## src/rtl/fifo_reader_pkg.sv

```systemverilog
// ---------------------------------------------------------------------------
// fifo_reader_pkg
// Shared types and constants for the FIFO read-side drain engine.
//   rd_state_e   : drain FSM state encoding (IDLE / RUN / DRAIN)
//   SKID_DEPTH   : entries in the output prefetch buffer
//   SKID_CNT_W   : width of the prefetch buffer occupancy count
//   idx_width()  : beat-index width for a burst length, never below 1 bit
// ---------------------------------------------------------------------------
package fifo_reader_pkg;

    typedef enum logic [1:0] {
        IDLE  = 2'd0,
        RUN   = 2'd1,
        DRAIN = 2'd2
    } rd_state_e;

    localparam int unsigned SKID_DEPTH = 2;
    localparam int unsigned SKID_CNT_W = $clog2(SKID_DEPTH + 1);

    // A burst length of 1 still needs a 1-bit index register.
    function automatic int unsigned idx_width(input int unsigned burst_len);
        return (burst_len <= 1) ? 1 : $clog2(burst_len);
    endfunction

endpackage

```

## src/rtl/reader_skid_buf.sv

```systemverilog
// ---------------------------------------------------------------------------
// reader_skid_buf
// Two-entry in-order prefetch buffer between the FIFO read port and the
// output stream. A write and a read in the same cycle leave the count
// unchanged. Storage resets to zero so the read port shows 0 after reset.
// Ports:
//   clk      in   clock
//   rst      in   synchronous active-high reset
//   wr_en    in   store wr_data
//   wr_data  in   word to store
//   rd_en    in   retire the oldest word
//   rd_data  out  oldest stored word
//   count    out  number of stored words (0..SKID_DEPTH)
// ---------------------------------------------------------------------------
module reader_skid_buf
    import fifo_reader_pkg::*;
#(
    parameter int unsigned DATA_WIDTH = 8
) (
    input  logic                  clk,
    input  logic                  rst,
    input  logic                  wr_en,
    input  logic [DATA_WIDTH-1:0] wr_data,
    input  logic                  rd_en,
    output logic [DATA_WIDTH-1:0] rd_data,
    output logic [SKID_CNT_W-1:0] count
);

    localparam int unsigned PTR_W = $clog2(SKID_DEPTH);

    logic [DATA_WIDTH-1:0] mem_q [SKID_DEPTH];
    logic [PTR_W-1:0]      wr_ptr_q, wr_ptr_d;
    logic [PTR_W-1:0]      rd_ptr_q, rd_ptr_d;
    logic [SKID_CNT_W-1:0] count_q,  count_d;

    always_comb begin
        wr_ptr_d = wr_ptr_q;
        rd_ptr_d = rd_ptr_q;
        if (wr_en) wr_ptr_d = wr_ptr_q + 1'b1;
        if (rd_en) rd_ptr_d = rd_ptr_q + 1'b1;
        count_d = count_q + SKID_CNT_W'(wr_en) - SKID_CNT_W'(rd_en);
    end

    always_ff @(posedge clk) begin
        if (rst) begin
            mem_q    <= '{default: '0};
            wr_ptr_q <= '0;
            rd_ptr_q <= '0;
            count_q  <= '0;
        end else begin
            if (wr_en) mem_q[wr_ptr_q] <= wr_data;
            wr_ptr_q <= wr_ptr_d;
            rd_ptr_q <= rd_ptr_d;
            count_q  <= count_d;
        end
    end

    assign rd_data = mem_q[rd_ptr_q];
    assign count   = count_q;

endmodule

```

## src/rtl/fifo_stream_reader.sv

```systemverilog
// ---------------------------------------------------------------------------
// fifo_stream_reader
// Read-clock-domain drain engine for the asynchronous FIFO. Pops words via
// r_en/empty/fifo_rdata, re-presents them on a valid/ready stream through a
// 2-entry prefetch buffer at up to one word per cycle, and frames the stream
// into bursts of BURST_LEN beats marked by m_last.
// Optional feature macro: READER_STATS_EN enables beat_count/starve_count;
// when undefined both ports are tied to zero.
// Parameters:
//   DATA_WIDTH  data width of fifo_rdata / m_data
//   BURST_LEN   beats per burst (>= 1)
// Ports:
//   clk           in   read-domain clock
//   r_rst         in   synchronous active-high reset
//   rd_go         in   1 = keep draining, 0 = stop popping and flush buffer
//   empty         in   FIFO empty flag
//   fifo_rdata    in   FIFO read data, valid the cycle after an accepted pop
//   r_en          out  FIFO pop request
//   m_valid       out  output word valid
//   m_ready       in   downstream ready
//   m_data        out  output word (oldest buffered)
//   m_last        out  final beat of the current burst
//   busy          out  FSM not IDLE
//   beat_count    out  accepted output beats (stats build)
//   starve_count  out  RUN cycles starved by an empty FIFO (stats build)
// ---------------------------------------------------------------------------
module fifo_stream_reader
    import fifo_reader_pkg::*;
#(
    parameter int unsigned DATA_WIDTH = 8,
    parameter int unsigned BURST_LEN  = 16
) (
    input  logic                  clk,
    input  logic                  r_rst,
    input  logic                  rd_go,
    input  logic                  empty,
    input  logic [DATA_WIDTH-1:0] fifo_rdata,
    output logic                  r_en,
    output logic                  m_valid,
    input  logic                  m_ready,
    output logic [DATA_WIDTH-1:0] m_data,
    output logic                  m_last,
    output logic                  busy,
    output logic [31:0]           beat_count,
    output logic [15:0]           starve_count
);

    localparam int unsigned     IDX_W    = idx_width(BURST_LEN);
    localparam logic [IDX_W-1:0] LAST_IDX = IDX_W'(BURST_LEN - 1);

    rd_state_e             state_q, state_d;
    logic                  inflight_q;
    logic [IDX_W-1:0]      idx_q, idx_d;
    logic [SKID_CNT_W-1:0] buf_count;
    logic                  pop_out;
    logic [2:0]            occ_after;

    assign m_valid = (buf_count != '0);
    assign pop_out = m_valid && m_ready;
    assign m_last  = m_valid && (idx_q == LAST_IDX);

    // Occupancy after this cycle's output pop; a word leaving frees a slot
    // in the same cycle, which keeps the stream bubble-free.
    assign occ_after = 3'(buf_count) + 3'(inflight_q) - 3'(pop_out);

    reader_skid_buf #(
        .DATA_WIDTH (DATA_WIDTH)
    ) u_skid (
        .clk     (clk),
        .rst     (r_rst),
        .wr_en   (inflight_q),
        .wr_data (fifo_rdata),
        .rd_en   (pop_out),
        .rd_data (m_data),
        .count   (buf_count)
    );

    // FSM: state register
    always_ff @(posedge clk) begin
        if (r_rst) state_q <= IDLE;
        else       state_q <= state_d;
    end

    // FSM: next state
    always_comb begin
        state_d = state_q;
        unique case (state_q)
            IDLE:    if (rd_go) state_d = RUN;
            RUN:     if (!rd_go) state_d = DRAIN;
            DRAIN: begin
                if (rd_go)
                    state_d = RUN;
                else if (buf_count == '0 && !inflight_q)
                    state_d = IDLE;
            end
            default: state_d = IDLE;
        endcase
    end

    // FSM: outputs
    always_comb begin
        busy = (state_q != IDLE);
        r_en = (state_q == RUN) && !empty && (occ_after < 3'd2);
    end

    always_comb begin
        idx_d = idx_q;
        if (pop_out) idx_d = (idx_q == LAST_IDX) ? '0 : idx_q + 1'b1;
    end

    always_ff @(posedge clk) begin
        if (r_rst) begin
            inflight_q <= 1'b0;
            idx_q      <= '0;
        end else begin
            inflight_q <= r_en;   // r_en already implies !empty
            idx_q      <= idx_d;
        end
    end

`ifdef READER_STATS_EN
    logic [31:0] beat_q,   beat_d;
    logic [15:0] starve_q, starve_d;

    always_comb begin
        beat_d   = beat_q;
        starve_d = starve_q;
        if (pop_out) beat_d = beat_q + 32'd1;
        if (state_q == RUN && empty && buf_count == '0 && starve_q != 16'hFFFF)
            starve_d = starve_q + 16'd1;
    end

    always_ff @(posedge clk) begin
        if (r_rst) begin
            beat_q   <= '0;
            starve_q <= '0;
        end else begin
            beat_q   <= beat_d;
            starve_q <= starve_d;
        end
    end

    assign beat_count   = beat_q;
    assign starve_count = starve_q;
`else
    assign beat_count   = '0;
    assign starve_count = '0;
`endif

endmodule

```

## config.mk

```make
export PLATFORM = sky130hd
export DESIGN_NAME = fifo_stream_reader
export DESIGN_NICKNAME = d
export VERILOG_FILES = /design/src/rtl/fifo_reader_pkg.sv /design/src/rtl/reader_skid_buf.sv /design/src/rtl/fifo_stream_reader.sv
export SDC_FILE = /design/constraint.sdc
export NUM_CORES = 1
export LEC_CHECK = 0
export ABC_AREA = 0
export BUFFER_PORTS_ARGS = -buffer_cell sky130_fd_sc_hd__buf_2
export CAP_MARGIN = 20
export CORE_MARGIN = 4
export CORE_UTILIZATION = 39
export DETAILED_ROUTE_END_ITERATION = 12
export PLACE_DENSITY = 0.72
export SLEW_MARGIN = 40
export SYNTH_ARGS = -nofsm -noshare
export SYNTH_HDL_FRONTEND = slang
export SYNTH_SLANG_ARGS = --single-unit
```

## constraint.sdc

```tcl
create_clock -name clk -period 4.8 [get_ports clk]
set_input_delay 0.24 -clock clk [delete_from_list [all_inputs] [get_ports clk]]
set_output_delay 0.24 -clock clk [all_outputs]
set_load 0.005 [all_outputs]
```

== Word-level counts from Yosys, hierarchy flattened ==
Cells that the tools add are included.
Storage, ports and cells
  register bits after elaboration: 27
  input bits: 13
  output and inout bits: 60
Operators by class
  add/sub/neg operators: 7
  $lt $le $gt $ge: 4
  equality and inequality tests: 6
  multiplexer cells: 12
  bitwise logic cells: 2
  reduce and logical (&&, ||, !) cells: 13
Operator list (number)
  $mux 8: 4
  $bwmux 16: 1
  $demux 8 s1: 1
  $mux 2: 4
  $logic_and 1x1->1: 6
  $pmux 2 s3: 1
  $add 4x1->4 const B: 1
  $eq 4x4->1 const B: 1
  $ge 2x2->1 const B: 2
  $logic_not 2->1: 2
  $mux 4: 1
  $ne 2x2->1 const B: 2
  $not 1->2: 2
  $reduce_bool 2->1: 2
  $add 2x1->3: 1
  $lt 3x2->1 const B: 1
  $ne 3x3->1 const B: 1
  $reduce_and 3->1: 1
  $sub 3x1->3: 1
  $add 1x1->1 const B: 2
  $add 2x1->2: 1
  $eq 2x1->1 const B: 1
  $eq 2x2->1 const B: 1
  $logic_not 1->1: 2
  other kinds (2): 2

== Longest topological paths before layout ==
Gate-level depths: netlist of the first run.
  depth after elaboration: 6
  depth in mapped cells: 9
  depth with buffers taken out: 9

== Hierarchy ==
From an unflattened synthesis of the first run, not the netlist that was laid out.
Unflattened totals
  cells, all modules: 187
  area total of the unflattened synthesis: 1597.8 um^2
By module, submodules not included
  reader_skid_buf: times used 1, cells an instance 98, area an instance 848.3 um^2
  fifo_stream_reader: times used 1, cells an instance 89, area an instance 749.5 um^2

== Worst setup path before layout of the first run ==
OpenSTA, ideal clock, no wires.
  path type: register to output
  start point: register u_skid.count_q[1] (netlist: u_skid.count[1])
  end point: output port r_en
  arrival time: 1890 ps
  data required time: 4560 ps
  setup slack: 2670 ps
  cell stages (with the launch flop): 8
  buffers on the path: 0
  path through: dfxtp_1 > o21ai_2 > inv_1 > ha_1 > inv_1 > ha_1 > fa_1 > nor4_2
On the way
  word-level cells in the longest chain between the ends: 5
Ends and longest elaborated chain
  from (decl): RTL line reader_skid_buf.sv:34  | logic [SKID_CNT_W-1:0] count_q, count_d;
  from (signal assigned): RTL line reader_skid_buf.sv:54  | count_q <= count_d;
  $reduce_bool 2->1: RTL line fifo_stream_reader.sv:58  | assign m_valid = (buf_count != '0);
  $logic_and 1x1->1: RTL line fifo_stream_reader.sv:59  | assign pop_out = m_valid && m_ready;
  net pop_out: RTL line fifo_stream_reader.sv:55  | logic pop_out;
  $sub 3x1->3: RTL line fifo_stream_reader.sv:64  | assign occ_after = 3'(buf_count) + 3'(inflight_q) - 3'(pop_out);
  net occ_after[1]: RTL line fifo_stream_reader.sv:56  | logic [2:0] occ_after;
  $lt 3x2->1: RTL line fifo_stream_reader.sv:103  | r_en = (state_q == RUN) && !empty && (occ_after < 3'd2);
  $logic_and 1x1->1: RTL line fifo_stream_reader.sv:103
  to (decl): RTL line fifo_stream_reader.sv:38  | output logic r_en,
The timed path passes the listed nets, and every way through them passes these cells.

== Worst setup path in the final report of the first run ==
Ends and elaborated chain as after synthesis.

==> flow_metrics.env, run 1 <==
export IMPL_num_vias=1077
export IMPL_status="finished clean"
export IMPL_cts_root_buf="clkbuf_8"
export IMPL_clk_pin_slew_ns=0.09
export IMPL_synth_xor_area_share_pct=1.70
export IMPL_htreeDepth=1
export IMPL_yosysMostFrequentCell="buf_4"
export IMPL_dpl_cell_count=248
export IMPL_n_antenna_cell=0
export IMPL_initial_core_util_pct=41.2
export IMPL_setup_worst_path_end_class="primary output"
export IMPL_rr_endpoint="inflight_q$_SDFF_PP0_"
export IMPL_core_area_sq_mm=0.00374
export IMPL_whs_ns=0.145
export IMPL_firstDrtPassIters=4
export IMPL_clock_latency_ns=0.28
export IMPL_synthMuxAreaShare_pct=6.48
export IMPL_fin_nets=222
export IMPL_clock_sink_count=27
export IMPL_cts_max_path_buffers=2
export IMPL_hpwl_microns=2020
export IMPL_seq_area_frac_synth_pct=35.0
export IMPL_period_share_pct=55.8
export IMPL_r2r_cells=8
export IMPL_syn2layout_area_growth_pct=0.729
export IMPL_ys_warn_count=0
export IMPL_clock_fmax_ghz=0.373
export IMPL_cts_tree="done"
export IMPL_drc=0
export IMPL_antenna_found_initial=0
export IMPL_synth_cell_types=30
export IMPL_cap_violations=0
export IMPL_start_kind="register"
export IMPL_routed_wl_microns=2680
export IMPL_die_area_sq_mm=0.00503
export IMPL_power_density_mw_per_mm2=362
export IMPL_min_to="state_q[1]$_SDFFE_PP0P_"
export IMPL_hold_viol=0
export IMPL_setup_ws_ns=2.12
export IMPL_path_max_fanout=7
export IMPL_syn_cell_area_sq_mm=0.00154
export IMPL_leakage_nw=0.713
export IMPL_pre_cts_ws_ns=2.41
export IMPL_min_period_ns=2.68
export IMPL_die_h_microns=70.9
export IMPL_worstPathArrival_ns=2.44
export IMPL_fp_dieW_microns=70.9
export IMPL_synth_edff_count=0
export IMPL_cts_buffers_inserted=3
export IMPL_yosysTopAreaCell="dfxtp_1"
export IMPL_setup_tns_ns=0
export IMPL_ys_top_cells_by_area="dfxtp_1, buf_4, nand2_1"
export IMPL_crit_required_ns=4.56
export IMPL_overflow=0
export IMPL_grt_pass1_vias=935
export IMPL_grt_pass1_wl_microns=4080
export IMPL_fin_skew_ns=0.00912
export IMPL_setup_viol=0
export IMPL_synth_fa_ha_area_share_pct=3.73
export IMPL_rsz0062_at_grt="false"
export IMPL_yosys_area_top_type_share_pct=35.0
export IMPL_hold_start="rd_go"
export IMPL_place_congestion=0.740
export IMPL_viasPerCell=4.27
export IMPL_min_path_type="input port to register"
export IMPL_ys_flop_type="dfxtp_1"
export IMPL_worstMarginPinSlew_ns=0.618
export IMPL_r2r_start="u_skid.count[1]$_SDFF_PP0_"
export IMPL_ant_nets=0
export IMPL_ys_seq_elements=27
export IMPL_io_buffers=24
export IMPL_synth_cells=185
export IMPL_grt_max_degree=28
export IMPL_post_cts_setup_buffer_count=0
export IMPL_synth_simple_area_share_pct=16.6
export IMPL_p_total_mw=0.562
export IMPL_post_drt_wl_per_cell_microns=10.7
export IMPL_synth_top_family_by_area="buffers and inverters"
export IMPL_synth_compound_area_share_pct=9.24
export IMPL_drtIter0Drc=62
export IMPL_fin_cells=252
export IMPL_ir_worst_vdd_mv=0.280
export IMPL_hold_path_depth=2
export IMPL_cts_hold_buf=0
export IMPL_drive_gt1_share_pct=19.1
export IMPL_ys_async_sr_fraction_pct=0
export IMPL_relSlewSlack_pct=58.7
export IMPL_grt_use_total_pct=9.92
export IMPL_finalMaxSlewViolations=0
export IMPL_worstSetupPathType="register to primary output"
export IMPL_ctsResizeCount=0
export IMPL_syn_avg_cell_area_sq_um=8.35
export IMPL_r2r_slack_ns=2.58
export IMPL_ys_top_cells_by_count="buf_4, nand2_1, dfxtp_1"
export IMPL_io_pins=73
export IMPL_core_rowCount=22
sequential cells by signal, summed over array words and instances, names as in the netlist:
| signal | count |
|---|---|
| u_skid.mem_q | 16 |
| idx_q | 4 |
| state_q | 2 |
| u_skid.count | 2 |
| inflight_q | 1 |
| u_skid.rd_ptr_q | 1 |
| u_skid.wr_ptr_q | 1 |
layout make-up:
cell class / instances / area [sq um]
inverters: 6 / 22.5
well taps: 48 / 60.1
fillers: 419 / 2190
multi-input cells: 143 / 763
clock buffers: 3 / 41.3
clock inverters: 1 / 7.51
flip-flops and latches: 27 / 541
repair buffers: 24 / 120
where the power goes:
part           total, mW  internal (mW)  switching (mW)
logic              0.149         0.0713          0.0777
registers          0.282          0.247          0.0356
clock network      0.131         0.0590          0.0720
total              0.562          0.377           0.185
cell usage in the layout, fill, tap and decap left out, types with 3 or more instances in the layout:
master / synthesis / final
nor2_1: 3 / 3
inv_1: 6 / 6
clkbuf_8: 0 / 3
nand3_1: 10 / 10
nand2_1: 28 / 28
conb_1: 1 / 48
buf_2: 3 / 24
a21oi_1: 18 / 18
nand2b_1: 3 / 3
mux2_2: 8 / 8
dfxtp_1: 27 / 27
ha_1: 3 / 3
nor2b_1: 5 / 5
kinds of logic (layout without fill, tap and decap cells):
family          count (synthesis)  count (layout)
buf+inv                        62              34
simple gates                   54              54
flops                          27              27
compound gates                 25              25
mux                             9               9
fa+ha+maj                       4               4
xor+xnor                        3               3
other cells                     1              48
per-layer routing:
metal	GRT usage [%]	vias up	part of all wire (%)
li1	-	544	-
met1	11.7	489	40
met2	16.3	42	49
met3	4.55	2	9.8
met4	2.71	0	0.37
met5	0	-	0
metrics by stage:
step	utilization (%)	instance area, sq um
finish	41.5	1560
global route	41.5	1560
CTS	41.5	1560
detailed placement	40.2	1510
global placement	40.2	1510
floorplan	-	1720
critical path: stages (launching register included):
cell     delay, ns
dfxtp_1       0.37
o21ai_2       0.31
inv_1         0.08
ha_1          0.27
inv_1         0.04
ha_1          0.19
fa_1          0.47
nor4_2        0.28
buf_2         0.16
worst max path at each step:
stage	to	slack, ns	startpoint	cells after the start
global route	r_en	1.92	u_skid.count[1]$_SDFF_PP0_	8
floorplan	r_en	2.67	u_skid.count[1]$_SDFF_PP0_	7
finish	r_en	2.12	u_skid.count[1]$_SDFF_PP0_	8
global placement	r_en	2.46	u_skid.count[1]$_SDFF_PP0_	8
detailed placement	r_en	2.41	u_skid.count[1]$_SDFF_PP0_	8
CTS	r_en	2.09	u_skid.count[1]$_SDFF_PP0_	8
Power figures use the tool's default switching activity.
==> run 2: changes to the inputs <==
--- a/config.mk
+++ b/config.mk
@@ -5,7 +5,7 @@
 export SDC_FILE = /design/constraint.sdc
 export NUM_CORES = 1
 export LEC_CHECK = 0
-export ABC_AREA = 0
+export ABC_AREA = 1
 export BUFFER_PORTS_ARGS = -buffer_cell sky130_fd_sc_hd__buf_2
 export CAP_MARGIN = 20
 export CORE_MARGIN = 4
==> constraint.sdc (replaced) <==
create_clock -name clk -period 2.47 [get_ports clk]
set_input_delay 0.1235 -clock clk [delete_from_list [all_inputs] [get_ports clk]]
set_output_delay 0.1235 -clock clk [all_outputs]
set_load 0.005 [all_outputs]
==> run 2 against run 1 <==
Net effect:
- worst hold slack worse by 0.059 ns
- combinational power rose to 2.7 times the previous value
- routed wire length up 0.30%
- clock power up 91%
- sequential power up 98%
- die area up 1.4%
- flip-flop and latch count unchanged
- critical path type unchanged
- final area up 2.3%
- power up 110%
==> flow_metrics.env, run 2 <==
export IMPL_wl_met2_microns=1350
export IMPL_synth_fa_ha_area_share_pct=3.67
export IMPL_regMostFlops="u_skid.mem_q"
export IMPL_synthMuxAreaShare_pct=0
export IMPL_clock_sink_count=27
export IMPL_ant_nets=0
export IMPL_antenna_found_initial=0
export IMPL_core_rowCount=22
export IMPL_firstDrtPassIters=4
export IMPL_p_clk_share_pct=20.7
export IMPL_rsz0062_at_grt="false"
export IMPL_num_vias=1148
export IMPL_leakage_nw=0.826
export IMPL_core_area_sq_mm=0.00377
export IMPL_most_common_layout_cells="conb_1, nor2_1, nand2_1"
export IMPL_viasPerCell=4.00
export IMPL_dpl_cell_area_sq_mm=0.00154
export IMPL_seq_area_frac_synth_pct=34.5
export IMPL_die_area_sq_mm=0.00510
export IMPL_ys_async_sr_fraction_pct=0
export IMPL_cpPeakStageDelay_ns=0.46
export IMPL_crit_family="adder cells"
export IMPL_ys_flop_type="dfxtp_1"
export IMPL_design_area_sq_mm=0.00159
export IMPL_fin_nets=257
export IMPL_cts_root_buf="clkbuf_8"
export IMPL_dpl_cell_count=283
export IMPL_wirelength_met1_microns=1100
export IMPL_setup_viol=0
export IMPL_whs_ns=0.0860
export IMPL_multi_input_area_sq_um=763
export IMPL_largest_reg_flops=16
export IMPL_syn2layout_area_growth_pct=1.44
export IMPL_nFillCells=402
export IMPL_ys_seq_elements=27
export IMPL_worstSetupPathType="register to primary output"
export IMPL_path_cells="nor2_4 > nor2_4 > ha_1 > inv_1 > ha_1 > fa_1 > nor2_1 > nand3b_1 > nor2_1 > buf_2"
export IMPL_finalMaxSlewViolations=0
export IMPL_dr_wl_met3_microns=204
export IMPL_grt_pass1_vias=908
export IMPL_htreeDepth=1
export IMPL_fin_skew_ns=0.00532
export IMPL_grt_pass1_wl_microns=3970
export IMPL_initial_core_util_pct=41.6
export IMPL_p_total_mw=1.21
export IMPL_yosysMostFrequentCell="buf_4"
export IMPL_hpwl_microns=2110
export IMPL_syn_avg_cell_area_sq_um=7.29
export IMPL_worstPathArrival_ns=2.19
export IMPL_start_kind="register"
export IMPL_place_congestion=0.751
export IMPL_syn_cell_area_sq_mm=0.00157
export IMPL_clock_latency_ns=0.27
export IMPL_min_period_ns=2.31
export IMPL_fp_dieW_microns=71.4
export IMPL_cts_buffers_inserted=3
export IMPL_synth_top_family_by_area="buffers and inverters"
export IMPL_min_path_type="input port to register"
export IMPL_synth_cells=215
export IMPL_yosysTopAreaCell="dfxtp_1"
export IMPL_p_comb_share_pct=33.0
export IMPL_fin_cells=287
export IMPL_io_pins=73
export IMPL_synth_xor_area_share_pct=1.12
export IMPL_ir_worst_vdd_mv=0.299
export IMPL_crit_required_ns=2.35
export IMPL_die_h_microns=71.4
export IMPL_sw_frac_of_total_pct=36.7
export IMPL_drc=0
export IMPL_area_sequential_sq_um=542
export IMPL_cp_num_buf_inv=2
export IMPL_drive_gt1_share_pct=17.2
export IMPL_io_buffers=24
export IMPL_path_max_fanout=7
export IMPL_cp_slowest_cell="fa_1"
export IMPL_netSwitchingPower_mw=0.443
export IMPL_p_seq_share_pct=46.3
export IMPL_routed_wl_microns=2690
export IMPL_p_int_mw=0.763
export IMPL_cts_tree="done"
export IMPL_hold_viol=0
export IMPL_synth_compound_area_share_pct=6.70
export IMPL_post_drt_wl_per_cell_microns=9.38
export IMPL_setup_worst_path_end_class="primary output"
export IMPL_top_regs="u_skid.mem_q (16), idx_q (4)"
export IMPL_synth_simple_area_share_pct=25.7
export IMPL_clk_pin_slew_ns=0.09
export IMPL_overflow=0
export IMPL_n_antenna_cell=0
export IMPL_ys_top_cells_by_area="dfxtp_1, buf_4, nor2_1"
export IMPL_period_share_pct=93.7
export IMPL_cap_violations=0
export IMPL_ys_warn_count=0
export IMPL_cts_max_path_buffers=2
export IMPL_post_cts_setup_buffer_count=0
export IMPL_final_common_cell="conb_1"
export IMPL_drtIter0Drc=21
export IMPL_routed_top_layer="met4"
export IMPL_power_density_mw_per_mm2=759
export IMPL_yosys_area_top_type_share_pct=34.5
export IMPL_ys_top_cells_by_count="buf_4, nor2_1, nand2_1"
export IMPL_synth_cell_types=24
export IMPL_status="finished clean"
export IMPL_grt_max_degree=20
export IMPL_grt_use_total_pct=9.68
export IMPL_synth_edff_count=0
export IMPL_setup_tns_ns=0
export IMPL_clock_fmax_ghz=0.432
run 2: cell types whose count changed after synthesis, moves of 3 or more:
cell	change
a21oi_1	-16
clkbuf_1	-4
inv_1	+3
inv_2	+5
mux2_2	-8
nand2_1	+4
nand2b_1	-3
nand3_1	-6
nor2_1	+44
nor2_4	+3
nor2b_1	-5
nor3_1	+3
o21ai_0	+18
run 2: logic make-up (layout without fill, tap and decap cells):
logic type | count (synthesis) | count (layout)
AOI/OAI and AO/OA | 21 | 21
xor gates and xnor gates | 2 | 2
adders and majority gates | 4 | 4
buffers and inverters | 66 | 43
DFF | 27 | 27
other | 1 | 48
and+or+nand+nor | 94 | 94
run 2: worst paths after layout:
check / slack [ns] / endpoint / depth (start not counted) / from
max: 0.16 / r_en / 10 / u_skid.count[1]$_SDFF_PP0_
min: 0.09 / u_skid.mem_q[10]$_SDFFE_PP0P_ / 3 / fifo_rdata[2]
max reg2reg: 0.53 / inflight_q$_SDFF_PP0_ / 9 / u_skid.count[1]$_SDFF_PP0_
min reg2reg: 0.49 / u_skid.mem_q[5]$_SDFFE_PP0P_ / 2 / u_skid.mem_q[5]$_SDFFE_PP0P_
run 2: per-stage QoR:
stage                     setup slack, ns  util (%)
final                               0.157      42.2
after global placement              0.483      40.8
after CTS                           0.117      42.1
after global routing               0.0139      42.2
after detailed placement            0.427      40.8
after floorplan                     0.601         -
run 2: power by group through the flow:
stage | clock [mW] | combinational (mW) | sequential (mW)
after floorplan | 0 | 0.376 | 0.542
after global placement | 0 | 0.394 | 0.564
after detailed placement | 0 | 0.401 | 0.567
after CTS | 0.260 | 0.403 | 0.557
after global routing | 0.278 | 0.457 | 0.568
final | 0.250 | 0.399 | 0.558
run 2: final cells by class:
class | instances | share of cell area (%)
Multi-Input combinational cell | 169 | 48.0
Clock buffer | 3 | 2.60
Inverter | 15 | 3.54
Tap cell | 48 | 3.78
Clock inverter | 1 | 0.472
Sequential cell | 27 | 34.1
Timing Repair Buffer | 24 | 7.55
run 2: worst reg2reg max path, delay by kind of cell (launching register included):
| kind | cells | cell delay [ns] |
|---|---|---|
| fa+ha+maj | 3 | 0.91 |
| simple gates | 5 | 0.57 |
| flops | 1 | 0.35 |
| buf+inv | 1 | 0.04 |
run 2: what timing repair did:
item | CTS | global route
endpoints found under the setup margin | 0 | 1
gates resized for setup | 0 | 1
hold buffers | 0 | 0
hold endpoints to repair | 0 | 0
run 2: metal layers:
layer	vias up	track usage, %
met5	-	0
met4	0	5.64
met3	2	1.82
met2	40	16.8
met1	490	10.9
li1	616	-
